[src/rtl/instr_fetch_unit.sv]
`default_nettype none
// ============================================================================
//  Module      : instr_fetch_unit
//  Description : Program counter and instruction-fetch stage in front of a
//                registered-read program ROM. Assembles 1- or 2-byte
//                instructions and offers them to the decoder over VALID/READY.
//                Accepts single-cycle fetch redirects from the decoder.
//  Revision    : 1.0  initial release
// ============================================================================
module instr_fetch_unit #(
   parameter int                    ADDR_WIDTH = 8,
   parameter int                    DATA_WIDTH = 8,
   parameter logic [ADDR_WIDTH-1:0] RESET_PC   = '0,
   parameter logic [15:0]           LONG_MASK  = 16'h02CF
) (
   input  logic                  CLK,
   input  logic                  RESETn,
   output logic [ADDR_WIDTH-1:0] ROM_ADDR,
   input  logic [DATA_WIDTH-1:0] ROM_DATA,
   output logic                  INSTR_VALID,
   input  logic                  INSTR_READY,
   output logic [DATA_WIDTH-1:0] INSTR,
   output logic [DATA_WIDTH-1:0] OPERAND,
   output logic [ADDR_WIDTH-1:0] INSTR_PC,
   output logic [ADDR_WIDTH-1:0] NEXT_PC,
   input  logic                  REDIRECT,
   input  logic [ADDR_WIDTH-1:0] REDIRECT_ADDR
);

   localparam logic [2:0] S_ISSUE     = 3'd0;
   localparam logic [2:0] S_OP        = 3'd1;
   localparam logic [2:0] S_ISSUE_ARG = 3'd2;
   localparam logic [2:0] S_ARG       = 3'd3;
   localparam logic [2:0] S_VALID     = 3'd4;

   logic [2:0]            r_state;
   logic [2:0]            w_next_state;
   logic                  w_valid;
   logic [ADDR_WIDTH-1:0] r_fa;
   logic [ADDR_WIDTH-1:0] w_fa_inc;
   logic [DATA_WIDTH-1:0] r_instr;
   logic [DATA_WIDTH-1:0] r_operand;
   logic [ADDR_WIDTH-1:0] r_instr_pc;
   logic [ADDR_WIDTH-1:0] r_next_pc;
   logic                  w_long;

   // Fetch address increment wraps naturally at the address width.
   assign w_fa_inc = r_fa + {{(ADDR_WIDTH-1){1'b0}}, 1'b1};
   // Opcode length lookup: low nibble of the byte currently presented by the ROM.
   assign w_long   = LONG_MASK[ROM_DATA[3:0]];

   // State register.
   always_ff @(posedge CLK or negedge RESETn) begin
      if (!RESETn) r_state <= S_ISSUE;
      else         r_state <= w_next_state;
   end

   // Next-state logic; a redirect overrides whatever the sequence would do.
   always_comb begin
      w_next_state = r_state;
      if (REDIRECT) begin
         w_next_state = S_ISSUE;
      end else begin
         case (r_state)
            S_ISSUE:     w_next_state = S_OP;
            S_OP:        w_next_state = w_long ? S_ISSUE_ARG : S_VALID;
            S_ISSUE_ARG: w_next_state = S_ARG;
            S_ARG:       w_next_state = S_VALID;
            S_VALID:     w_next_state = INSTR_READY ? S_ISSUE : S_VALID;
            default:     w_next_state = S_ISSUE;
         endcase
      end
   end

   // VALID is a pure decode of the state flop, so READY never reaches it combinationally.
   always_comb begin
      w_valid = 1'b0;
      if (r_state == S_VALID) w_valid = 1'b1;
   end

   // Fetch address and instruction capture registers.
   always_ff @(posedge CLK or negedge RESETn) begin
      if (!RESETn) begin
         r_fa       <= RESET_PC;
         r_instr    <= '0;
         r_operand  <= '0;
         r_instr_pc <= '0;
         r_next_pc  <= '0;
      end else if (REDIRECT) begin
         // Partial instruction is abandoned; the captured bytes are simply never offered.
         r_fa <= REDIRECT_ADDR;
      end else begin
         case (r_state)
            S_OP: begin
               r_instr    <= ROM_DATA;
               r_instr_pc <= r_fa;
               r_operand  <= '0;
               if (w_long) r_fa      <= w_fa_inc;
               else        r_next_pc <= w_fa_inc;
            end
            S_ARG: begin
               r_operand <= ROM_DATA;
               r_next_pc <= w_fa_inc;
            end
            S_VALID: begin
               if (INSTR_READY) r_fa <= r_next_pc;
            end
            default: ;
         endcase
      end
   end

   assign ROM_ADDR    = r_fa;
   assign INSTR_VALID = w_valid;
   assign INSTR       = r_instr;
   assign OPERAND     = r_operand;
   assign INSTR_PC    = r_instr_pc;
   assign NEXT_PC     = r_next_pc;

endmodule
`default_nettype wire

[config.mk]
export PLATFORM = sky130hd
export DESIGN_NAME = instr_fetch_unit
export DESIGN_NICKNAME = d
export VERILOG_FILES = /design/src/rtl/instr_fetch_unit.sv
export SDC_FILE = /design/constraint.sdc
export NUM_CORES = 1
export LEC_CHECK = 0
export CORE_ASPECT_RATIO = 1.4
export CORE_UTILIZATION = 49
export CTS_BUF_LIST = sky130_fd_sc_hd__clkbuf_8
export CTS_CLUSTER_DIAMETER = 100
export DETAILED_ROUTE_END_ITERATION = 8
export PLACE_DENSITY = 0.82
export SLEW_MARGIN = 20
export SYNTH_ARGS = -nofsm -noshare
export SYNTH_HDL_FRONTEND = slang
export SYNTH_SLANG_ARGS = --single-unit
export TNS_END_PERCENT = 30
[constraint.sdc]
create_clock -name CLK -period 2 [get_ports CLK]
set_clock_uncertainty 0.05 [all_clocks]
set_input_delay 0.3 -clock CLK [delete_from_list [all_inputs] [get_ports CLK]]
set_output_delay 0.3 -clock CLK [all_outputs]
set_load 0.05 [all_outputs]
==> impl_results.md <==
* Sink Count at 43
* Remaining DRCs at 7
* Detail Placement HPWL at ~3.5 mm
* 1st-pass router iterations at 8
* CP arrival at 1.57 ns
* Status: finished, violations left
* Yosys reg bits at 43
* Final Util at between 70% and 80%
* Crit. End Element: output port
* Non-filler cells, final at between 300 and 400
* Setup WS pre-CTS at -0.0356 ns
* Placed cells at between 200 and 300
* Final Hold Viols at 0
* Leading area contributor after synthesis: dfrtp_1
* Core area at around 0.004 mm2
* Crit path time final at around 1.9 ns
* Final ANT Viol Nets at 0
* Max H-tree Level at 2
* Final Worst Setup Slack at between 0.08 and 0.09 ns
* Int Power at ~2300 uW
* Syn Area/Cell at around 11 um2
* Synth cell types at 40
* R2r worst-path depth at 5
* CP delay by family, top: buffers and inverters
* Final WL at about 4.7 mm
* Post-detailed-route wirelength per cell at roughly 15 um
* Area growth syn-to-layout at 40.0%
* Worst-path clk slew at approximately 0.09 ns
* Num CTS Buffers at 5
* Main area contributors after synthesis: dfrtp_1, mux2_4, mux2_2
* Routability cong. at roughly 0.8
* Switching share of power at between 40% and 50%
* Crit path launch type: register
* Synthesized Nets at 211
* Setup TNS Final at 0 ns
* Multi-input logic area at about 930 um2
* Sequential-to-total area share from yosys stat at approximately 50%
* Fill cells at a little over 300
* CP Cell Sequence: clkdlybuf4s50_1
* Yosys top cell area share at approximately 51%
* DR vias at between 1500 and 2000
* I/O pins at between 60 and 70
* Die Wd at roughly 57 um
* CTS tree: yes
* Port-buffer cells at 60
* Seq pwr share at about a third
* Slew @ Worst Pin at 0.515 ns
* # rows at 27
* Slew Limit Headroom at roughly 66%
* GR Util All Layers at ~22%
* Global-route wire length before repair at between 7 and 8 mm
* Clock Tree Buf Depth at 2
* Combinational fraction of design power at around half
* PD cells at roughly 1400 mW/mm2
* Leak pwr at roughly 0.0013 uW
* Total grt overflow at 0
* Fraction of registers with async set/reset at 100%
* Clock power share at between 10% and 20%
* Die Ht at about 80 um
* Peak VDD IR at between 0.8 and 0.9 mV
* Largest net degree at the start of global routing at 25
* Setup CP Type: register to output port
* Max-cap violations at 0
* NetSw at roughly 1800 uW
* # diodes at 0
* HP Class: primary input to asynchronous set/reset pin
* CP Depth at 1
* Post-Synthesis Cells at 190
* Register area at 0.00108 mm2
* # setup viols final at 0
* Total number of yosys warnings at 0
* Highest-delay cell along the critical path: clkdlybuf4s50_1
* Max Fclk at 522 MHz
* Fraction of layout cells with a size suffix above 1 at 20.5%
* Mapped cell area at approximately 0.0021 mm2
* Clock latency on the worst-skew pair at about 0.30 ns
* Worst Path Max Fanout at 5
* Vias in the first global route at ~1700
* Root buf cell: clkbuf_8
* DR iter-0 viols at 75
* Routed vias/inst at ~5.6
* EDFF count, synth at 0
* Critical Path Max Stage Delay at about 0.83 ns
* RSZ-0062 raised after global routing: no
* Most frequent cells in the layout: clkdlybuf4s50_1, dfrtp_1, nand2_1, o21ai_0, buf_4
* Initial antenna violation count at 0
* Buf/Inv on CP at 1
* Initial Util at between 50 and 60%
* Die area at between 0.004 and 0.005 mm2
* Final Cycle Share at between 90 and 100%
* Pins Over Slew Limit at 0
* Violated checks: DRC
* Synth Flop Type: dfrtp_1
* Worst path required time at ~1.7 ns
* Nets at 284
* Most common cell after layout, fill and taps aside: clkdlybuf4s50_1
==> kinds of logic (layout without fill, tap and decap cells) <==
group,count (synthesis),in the layout,share of synthesized area [%]
xor gates and xnor gates,4,4,1.67
AOI/OAI and AO/OA,42,42,13.8
and+or+nand+nor,60,60,14.2
DFF,43,43,51.3
adders and majority gates,1,1,0.597
muxes,23,23,14.0
buffers and inverters,17,91,4.41
==> power by group through the flow <==
stage	clock network, uW	registers, uW	logic (uW)
CTS	689	1340	2060
floorplan	0	2210	471
global placement	0	1350	2020
global route	724	1370	2150
detailed placement	0	1350	2060
finish	677	1340	2050
==> registers in the layout, summed over array words and instances (netlist names) <==
name	flops
r_state	3
NEXT_PC	8
OPERAND	8
INSTR	8
INSTR_PC	8
ROM_ADDR	8
==> final timing paths <==
path	endpoint	slack, ns	start
max in group asynchronous	ROM_ADDR[2]$_DFFE_PN0P_	0.97	RESETn
max reg2reg	INSTR_PC[3]$_DFFE_PN0P_	0.20	r_state[0]$_DFF_PN0_
min reg2reg	OPERAND[6]$_DFFE_PN0P_	0.43	OPERAND[6]$_DFFE_PN0P_
min	INSTR_PC[6]$_DFFE_PN0P_	0.38	RESETn
max	ROM_ADDR[7]	0.08	ROM_ADDR[7]$_DFFE_PN0P_
min in group CLK	OPERAND[6]$_DFFE_PN0P_	0.43	OPERAND[6]$_DFFE_PN0P_
==> metrics by stage <==
step	hold WS, ns	cell area, um2	power, uW
final	0.379	2940	4060
after global routing	0.409	2940	4240
after CTS	0.386	2930	4090
after detailed placement	0.176	2810	3410
after global placement	0.170	2810	3370
after floorplan	-0.0456	2100	2680
==> layer usage <==
layer | track usage [%] | routed length [um] | share of wire (%)
met4 | 7.56 | 36 | 0.77
met3 | 4.38 | 225 | 4.8
met1 | 27.6 | 1910 | 41
met2 | 39.2 | 2520 | 54
met5 | 0 | 0 | 0
==> what timing repair did <==
| action | CTS | global route |
|---|---|---|
| setup endpoints to repair | 0 | 2 |
| hold endpoints to repair | 13 | 0 |
| setup buffers | 0 | 0 |
| resized for setup | 0 | 2 |
| hold buffers | 1 | 0 |
==> cell usage after synthesis (2+ instances only) <==
library cell and count:
a211o_1 2, a211oi_1 2, a311o_1 2, a31oi_1 5
a32oi_1 2, buf_2 2, clkbuf_1 4, dfrtp_1 43
inv_1 6, mux2_2 11, mux2_4 10, mux2i_1 2
nand2_1 26, nand2b_1 4, nand3_1 3, nor2_1 8
nor2b_1 2, nor3_1 9, o2111ai_1 2, o21ai_0 17
o31a_1 2, o31ai_1 3, or3_1 4, xor2_1 3
==> layout make-up <==
class                      count  share of cell area, %
tap                           43                   1.83
sequential                    43                   36.6
timing repair buffer          75                   25.0
inverter                       8                   1.11
clock buffer                   5                   2.34
clock inverter                 3                   1.49
multi-input combinational    130                   31.6
Note: power is estimated with default switching activity, not from simulation.
